[config.mk]
export PLATFORM = sky130hd
export DESIGN_NAME = mult8x8_seq
export DESIGN_NICKNAME = d
export VERILOG_FILES = /design/src/rtl/mult8x8_seq.sv
export SDC_FILE = /design/constraint.sdc
export NUM_CORES = 1
export LEC_CHECK = 0
export BUFFER_PORTS_ARGS = -buffer_cell sky130_fd_sc_hd__buf_2
export CAP_MARGIN = 20
export CORE_UTILIZATION = 62
export CTS_BUF_LIST = sky130_fd_sc_hd__clkbuf_16
export DETAILED_ROUTE_END_ITERATION = 12
export PLACE_DENSITY = 0.85
export SKIP_CTS_REPAIR_TIMING = 1
export SYNTH_ARGS = -nofsm -noshare
export SYNTH_HDL_FRONTEND = slang
export SYNTH_SLANG_ARGS = --single-unit
[constraint.sdc]
create_clock -name clk -period 13.9 [get_ports clk]
set_clock_uncertainty 0.2 [all_clocks]
set_input_delay 1.39 -clock clk [delete_from_list [all_inputs] [get_ports clk]]
set_output_delay 1.39 -clock clk [all_outputs]
set_load 0.03 [all_outputs]
[src/rtl/mult8x8_seq.sv]
// mult8x8_seq: 8x8 unsigned sequential multiplier. It builds the product from four
// nibble partial products, computed one per cycle by a single shared 4x4 Multiplier.
`default_nettype none

module Multiplier (
  input  logic [3:0] A,
  input  logic [3:0] B,
  output logic [7:0] C
);
  assign C = A * B;
endmodule

module mult8x8_seq (
  input  logic        clk,
  input  logic        rst_n,
  input  logic        in_valid,
  output logic        in_ready,
  input  logic [7:0]  a,
  input  logic [7:0]  b,
  output logic        out_valid,
  input  logic        out_ready,
  output logic [15:0] p,
  output logic        busy
);

  typedef enum logic [1:0] {
    IDLE = 2'd0,
    CALC = 2'd1,
    DONE = 2'd2
  } state_t;

  state_t      state, state_n;
  logic [1:0]  step, step_n;
  logic [7:0]  a_q, a_n;
  logic [7:0]  b_q, b_n;
  logic [15:0] acc, acc_n;

  logic [3:0]  nib_a, nib_b;
  logic [7:0]  pp;
  logic [15:0] addend;

  // step[0] selects the high nibble of a, step[1] the high nibble of b
  assign nib_a = step[0] ? a_q[7:4] : a_q[3:0];
  assign nib_b = step[1] ? b_q[7:4] : b_q[3:0];

  Multiplier u_mul (
    .A (nib_a),
    .B (nib_b),
    .C (pp)
  );

  always_comb begin
    addend = 16'h0000;
    case (step)
      2'd0:    addend = {8'h00, pp};
      2'd1,
      2'd2:    addend = {4'h0, pp, 4'h0};
      default: addend = {pp, 8'h00};
    endcase
  end

  always_ff @(posedge clk) begin
    if (!rst_n) begin
      state <= IDLE;
      step  <= 2'd0;
      a_q   <= 8'h00;
      b_q   <= 8'h00;
      acc   <= 16'h0000;
    end else begin
      state <= state_n;
      step  <= step_n;
      a_q   <= a_n;
      b_q   <= b_n;
      acc   <= acc_n;
    end
  end

  always_comb begin
    state_n   = state;
    step_n    = step;
    a_n       = a_q;
    b_n       = b_q;
    acc_n     = acc;
    in_ready  = 1'b0;
    out_valid = 1'b0;
    case (state)
      IDLE: begin
        in_ready = 1'b1;
        if (in_valid) begin
          a_n     = a;
          b_n     = b;
          acc_n   = 16'h0000;
          step_n  = 2'd0;
          state_n = CALC;
        end
      end
      CALC: begin
        // Largest possible sum is 0xFE01, so the 16-bit add never overflows
        acc_n  = acc + addend;
        step_n = step + 2'd1;
        if (step == 2'd3) begin
          state_n = DONE;
        end
      end
      DONE: begin
        out_valid = 1'b1;
        if (out_ready) begin
          state_n = IDLE;
        end
      end
      default: begin
        state_n = IDLE;
      end
    endcase
  end

  assign p    = acc;
  assign busy = (state != IDLE);

endmodule

`default_nettype wire

==> results of run 1 <==
-- placed cells by master (no fill, tap or decap), drive strengths merged --
| cell | count |
|---|---|
| a22oi | 6 |
| clkinv | 1 |
| nand2b | 4 |
| o211ai | 3 |
| o21bai | 4 |
| a32o | 1 |
| o21ai | 19 |
| xnor2 | 9 |
| xor2 | 7 |
| a311o | 1 |
| clkbuf | 5 |
| clkinvlp | 2 |
| a211oi | 1 |
| o21a | 6 |
| or2 | 3 |
| or3 | 1 |
| and2 | 9 |
| dfxtp | 36 |
| mux2i | 8 |
| o311ai | 1 |
| a21oi | 16 |
| and3 | 1 |
| nand4 | 1 |
| fa | 5 |
| a221o | 1 |
| o221ai | 1 |
| buf | 38 |
| o22ai | 1 |
| inv | 19 |
| nor4 | 1 |
| a21o | 7 |
| nor3 | 5 |
| ha | 30 |
| nor2b | 6 |
| nor2 | 30 |
| a22o | 4 |
| nand2 | 55 |
| nand3 | 11 |
| a21boi | 20 |
-- cell families after synthesis --
group           after synthesis  share of synthesized area [%]
compound gates               92                           23.1
flops                        36                           26.5
xor+xnor                     16                           5.15
mux                           8                           2.94
fa+ha+maj                    35                           17.5
simple gates                127                           20.6
buf+inv                      31                           4.27
-- synthesized netlist by cell type, types with 4 or more instances --
cell type / count
o21a_1: 5
nand2b_1: 4
clkbuf_1: 12
o21ai_0: 16
nor2_1: 30
xor2_1: 7
a21oi_1: 15
mux2i_1: 8
nand2_1: 55
fa_1: 5
nand3_1: 11
nor2b_1: 6
xnor2_1: 9
ha_1: 30
nor3_1: 5
dfxtp_1: 36
a21o_1: 6
a22oi_1: 6
o21bai_1: 4
and2_1: 9
a21boi_0: 20
inv_1: 19
a22o_1: 4
-- where the power goes --
group,internal (mW),switching [mW],leakage (nW)
logic,0.0114,0.0199,1.05
registers,0.107,0.00318,0.293
clock network,0.0666,0.0450,0.0660
total,0.185,0.0681,1.41
-- routing by layer --
metal | GRT usage [%] | vias up | share of wire, %
li1 | - | 1261 | -
met1 | 37.0 | 1134 | 50
met2 | 42.2 | 56 | 45
met3 | 6.00 | 12 | 3.6
met4 | 9.11 | 0 | 1.8
met5 | 0 | - | 0
-- sequential cells by signal (all words and copies together) (netlist names) --
signal	cells
p	16
a_q	8
b_q	8
state	2
step	2
-- area by class of cell --
type,instances,area (um^2)
multi-input combinational,278,1890
fill,328,1040
sequential,36,721
timing repair buffer,38,190
clock buffer,5,125
inverter,19,71.3
tap,50,62.6
clock inverter,3,23.8
-- how the worst min path moves through the flow --
stage                           to                 from  cells after the start  slack [ns]
3_5_place_dp   b_q[0]$_SDFFE_PN0P_  b_q[0]$_SDFFE_PN0P_                      2        0.26
2_1_floorplan  a_q[0]$_SDFFE_PN0P_  a_q[0]$_SDFFE_PN0P_                      2        0.24
3_3_place_gp   b_q[0]$_SDFFE_PN0P_  b_q[0]$_SDFFE_PN0P_                      2        0.25
6_report        p[11]$_SDFFE_PN0P_   p[11]$_SDFFE_PN0P_                      2        0.27
4_1_cts        b_q[0]$_SDFFE_PN0P_  b_q[0]$_SDFFE_PN0P_                      2        0.27
5_1_grt        a_q[0]$_SDFFE_PN0P_  a_q[0]$_SDFFE_PN0P_                      2        0.29
-- tightest hold or removal path, cell delays in order (launching register included) --
cell and delay, ns:
dfxtp_1 0.32, nand2_1 0.05, o21ai_1 0.05
-- metrics by stage --
step / power, mW / hold WS (ns) / instances
final: 0.253 / 0.266 / 429
after global routing: 0.262 / 0.291 / 429
after CTS: 0.254 / 0.269 / 429
after detailed placement: 0.143 / 0.261 / 421
after global placement: 0.142 / 0.250 / 421
after floorplan: 0.135 / 0.243 / 345
==> summary.txt, run 1 <==
GRT
  • Antenna violations before repair: 0
  • First-pass GRT wire length: 9450 um
  • Total Routing Usage GR: 27.2%
  • Remaining global-route overflow: 0
  • Vias in the first global route: 2,145
  • Pin count of the biggest net entering global routing: 30

Layout
  • Layout cells sized above 1: 14.0%
  • Nets@finish: 433
  • N_diodes: 0
  • Area grow syn2layout: 13.1%
  • Final instance area: 3080 um^2
  • Final core occ: 74.8%

Clocking
  • Clock transition at path regs: 0.06 ns
  • CTS Root Cell: clkbuf_16
  • CTS buffer count: 5
  • Worst skew pair latency: 0.28 ns
  • H-tree Lvls: 2
  • CTS tree: built
  • Maximum clock path buffer count: 2
  • Clock Sinks: 36

Power and ir drop
  • Leakage: 1.41 nW
  • Cell Pwr Density: 82.2 nW/um^2
  • Peak VDD IR: 0.0724 mV

Critical path
  • Critical path's slowest cell: fa_1
  • Crit path DAT: 5.44 ns
  • WP buf/inv: 2
  • Flop2flop setup slack: 8.43 ns
  • Crit. End Element: flop
  • Worst R2R End: p[13]$_SDFFE_PN0P_
  • Crit path required time: 13.87 ns
  • Critical path cell sequence: mux2i_1, or2_2, fa_1, inv_1, fa_1, inv_1, fa_1, o21bai_1, a21oi_1, xnor2_1, a22oi_1, nor2_1, ha_1, a21o_1, nand2_1, a21oi_1, or3_1, a21oi_2, o211ai_1, a32o_1
  • Most used cell along the critical path: fa_1
  • Crit-path max FO: 9
  • Worst path depth: 20
  • Setup crit end: p[13]$_SDFFE_PN0P_
  • RR Startpoint: step[0]$_SDFFE_PN0P_
  • Critical path origin: step[0]$_SDFFE_PN0P_
  • Crit-path leading delay family: adder cells
  • Startpoint Class: flop
  • CP Class: flop to flop
  • FF-to-FF path depth: 20
  • Crit-path max cell delay: 0.56 ns

Synth
  • Synth warn: 0
  • Synth cell types: 40
  • Ranking of synthesized cells by area: dfxtp_1, ha_1, nand2_1
  • Synth area leader: dfxtp_1
  • Number of enable flip-flop cells after synthesis: 0
  • Post-synth top flop: dfxtp_1
  • Cells after Synth: 345
  • Fraction of registers with async set/reset: 0%
  • Yosys top cell area share: 26.5%
  • Net count after synthesis: 400
  • Mean area per synthesized cell: 7.89 um^2
  • Post-synthesis sequential area ratio: 26.5%
  • Area of the mapped netlist: 2720 um^2
  • Seq cells post-synth: 36

Status
  • Status: complete, no violations

Floorplanning
  • Die Width: 68.3 um
  • Core ar.: 4120 um^2
  • Die Y: 68.3 um
  • # rows: 23
  • Starting density of the core: 66.2%
  • I/O pin count: 39
  • Die area: 4660 um^2

Drt
  • Via Count: 2,463
  • Vias per cell: 5.74
  • Post-DR wirelength/cell: 13.7 um
  • Drt drc: 0
  • Detailed Route WL: 5900 um
  • DRT antenna net count: 0
  • Iter 0 DRT Violations: 121
  • TritonRoute pass-1 iters: 4

Timing
  • Slew margin rel.: 45.1%
  • Worst slew pin tran: 0.822 ns
  • # setup viols final: 0
  • Final worst path period need: 5.47 ns
  • Fin crit share: 39.4%
  • Fmax: 183 MHz
  • Final setup TNS: 0 ns
  • Hold violation count in the final report: 0
  • Final worst slack: 8.43 ns
  • RSZ-0062 raised after global routing: false
  • Max-slew violations: 0

Placed design
  • IO Port Bufs: 38
  • DP Worst Slack: 8.47 ns
  • GP Congestion: 0.857
  • Hpwl dp: 4510 um
  • Placed inst area: 2930 um^2

Job
  • Maxcap violations: 0

Worst hold path
  • HP Class: flop to flop
No activity file was read; power rests on OpenSTA's default activity.
==> inputs of run 2 (changes only) <==
--- a/config.mk
+++ b/config.mk
@@ -7,10 +7,10 @@
 export LEC_CHECK = 0
 export BUFFER_PORTS_ARGS = -buffer_cell sky130_fd_sc_hd__buf_2
 export CAP_MARGIN = 20
-export CORE_UTILIZATION = 62
+export CORE_UTILIZATION = 52
 export CTS_BUF_LIST = sky130_fd_sc_hd__clkbuf_16
 export DETAILED_ROUTE_END_ITERATION = 12
-export PLACE_DENSITY = 0.85
+export PLACE_DENSITY = 0.76
 export SKIP_CTS_REPAIR_TIMING = 1
 export SYNTH_ARGS = -nofsm -noshare
 export SYNTH_HDL_FRONTEND = slang
==> constraint.sdc (replaced) <==
create_clock -name clk -period 4.9 [get_ports clk]
set_clock_uncertainty 0.2 [all_clocks]
set_input_delay 0.49 -clock clk [delete_from_list [all_inputs] [get_ports clk]]
set_output_delay 0.49 -clock clk [all_outputs]
set_load 0.03 [all_outputs]
==> run 2 against run 1 <==
Net effect: via count up 2.3%; critical path type unchanged; clock-buffer cell count is the same; combinational power rose to 3.3 times the previous value; first-iteration DRC count is 12% lower; maximum frequency grew 14%; clock power grew to 2.9 times the previous value; power grew to 2.9 times the previous value; non-clock buffer count grew 28; sequential share of layout area shrank 2.2 points; design area is 12% higher.
==> summary.txt, run 2 (same netlist as run 1, synthesis figures left out) <==
Status
  • Status: complete, no violations

Power and ir drop
  • Tot Pwr: 0.741 mW
  • Psw: 0.206 mW
  • Clock network fraction of total power: 43.9%
  • Sequential power share: 42.0%
  • Leakage: 1.60 nW
  • Peak VDD IR: 0.186 mV
  • Logic pwr share: 14.1%
  • Internal Power: 0.535 mW
  • Cell Pwr Density: 216 nW/um^2
  • Switching Share: 27.7%

Critical path
  • Crit path required time: 4.87 ns
  • RR Startpoint: step[0]$_SDFFE_PN0P_
  • FF-to-FF path depth: 20
  • Flop2flop setup slack: 0.1 ns
  • Crit path DAT: 4.78 ns
  • CP Class: flop to flop
  • Worst R2R End: p[13]$_SDFFE_PN0P_
  • Crit-path max FO: 5
  • Startpoint Class: flop
  • Crit. End Element: flop

Drt
  • DRT antenna net count: 0
  • Detailed Route WL: 6240 um
  • Via Count: 2,519
  • Post-DR wirelength/cell: 13.2 um
  • Drt drc: 0
  • TritonRoute pass-1 iters: 4
  • Vias per cell: 5.31
  • Iter 0 DRT Violations: 106

GRT
  • Vias in the first global route: 2,228
  • First-pass GRT wire length: 10,100 um
  • Remaining global-route overflow: 0
  • Pin count of the biggest net entering global routing: 30
  • Total Routing Usage GR: 23.9%
  • Antenna violations before repair: 0

Timing
  • Fin Hold WS: 0.254 ns
  • Final worst path period need: 4.80 ns
  • Final worst slack: 0.0977 ns
  • Worst slew pin tran: 0.867 ns
  • # setup viols final: 0
  • Fin crit share: 98.0%
  • Fmax: 208 MHz
  • RSZ-0062 raised after global routing: true
  • Slew margin rel.: 42.1%
  • Max-slew violations: 0
  • Hold violation count in the final report: 0
  • Final setup TNS: 0 ns

Clocking
  • Clock Sinks: 36
  • CTS tree: built
  • CTS buffer count: 5
  • Maximum clock path buffer count: 2
  • Worst skew pair latency: 0.28 ns
  • Clock transition at path regs: 0.06 ns
  • H-tree Lvls: 2
  • CTS Root Cell: clkbuf_16

Worst hold path
  • Hold path depth: 3
  • Hold Path Sink: a_q[2]$_SDFFE_PN0P_
  • Worst hold start: a[2]
  • HP Class: input pin to flop

Layout
  • N_diodes: 0
  • Layout cells sized above 1: 25.8%
  • Final core occ: 70.4%
  • Most common cell after layout, fill and taps aside: nand2_1
  • Max reg flops: 16
  • Nets@finish: 461
  • Final instance area: 3430 um^2
  • Area grow syn2layout: 26.1%
  • Non-filler instance count after layout: 474
  • Fill count: 388
  • Commonest non-fill, non-tap cells in the layout: nand2_1, buf_2, dfxtp_1

Floorplanning
  • Starting density of the core: 55.8%
  • Core ar.: 4880 um^2
  • # rows: 25
  • Die area: 5530 um^2
  • I/O pin count: 39
  • Die Y: 74.4 um
  • Die Width: 74.4 um

Placed design
  • IO Port Bufs: 38
  • Placed cell count: 465
  • Placed inst area: 3160 um^2
  • DP Worst Slack: -0.0631 ns
  • GP Congestion: 0.861
  • Hpwl dp: 4650 um

Job
  • Maxcap violations: 0
==> run 2: worst max-delay path: stages (launching register included) <==
cell and delay [ns]:
dfxtp_4 0.37, mux2i_1 0.13, or2_4 0.26, fa_1 0.54, inv_1 0.05, fa_1 0.54
inv_2 0.05, fa_2 0.34, o21bai_1 0.17, a21oi_2 0.09, xnor2_2 0.16, a22oi_1 0.17
nor2_1 0.07, ha_1 0.30, a21o_1 0.17, nand2_2 0.07, a21oi_1 0.05, or3_1 0.40
a21oi_2 0.18, o211ai_1 0.11, a32o_1 0.27
==> run 2: how the worst max path moves through the flow <==
stage	from	end	slack, ns	cells past startpoint
floorplan	step[0]$_SDFFE_PN0P_	p[13]$_SDFFE_PN0P_	0.03	21
global placement	step[0]$_SDFFE_PN0P_	p[13]$_SDFFE_PN0P_	-0.02	20
detailed placement	step[0]$_SDFFE_PN0P_	p[13]$_SDFFE_PN0P_	-0.06	20
CTS	step[0]$_SDFFE_PN0P_	p[15]$_SDFFE_PN0P_	-0.15	19
global route	step[1]$_SDFFE_PN0P_	p[13]$_SDFFE_PN0P_	-0.09	20
finish	step[0]$_SDFFE_PN0P_	p[13]$_SDFFE_PN0P_	0.1	20
==> run 2: area by class of cell <==
| type | count | area [um^2] | share of cell area (%) |
|---|---|---|---|
| Multi-Input combinational cell | 278 | 2000 | 58.3 |
| Clock buffer | 5 | 125 | 3.64 |
| Clock inverter | 3 | 23.8 | 0.692 |
| Sequential cell | 36 | 728 | 21.2 |
| Timing Repair Buffer | 66 | 400 | 11.7 |
| Inverter | 19 | 71.3 | 2.08 |
| Tap cell | 67 | 83.8 | 2.44 |
==> run 2: power groups by stage <==
stage | clock (mW) | combinational [mW] | sequential (mW)
6_report | 0.325 | 0.104 | 0.312
5_1_grt | 0.340 | 0.116 | 0.313
4_1_cts | 0.329 | 0.101 | 0.311
3_5_place_dp | 0 | 0.101 | 0.317
3_3_place_gp | 0 | 0.0990 | 0.317
2_1_floorplan | 0 | 0.0672 | 0.316
==> run 2: layer usage <==
| metal | track usage (%) | share of wire [%] | vias to the layer above |
|---|---|---|---|
| li1 | - | - | 1313 |
| met1 | 34.3 | 49 | 1155 |
| met2 | 36.8 | 46 | 42 |
| met3 | 4.20 | 3.7 | 9 |
| met4 | 6.50 | 1.1 | 0 |
| met5 | 0 | 0 | - |
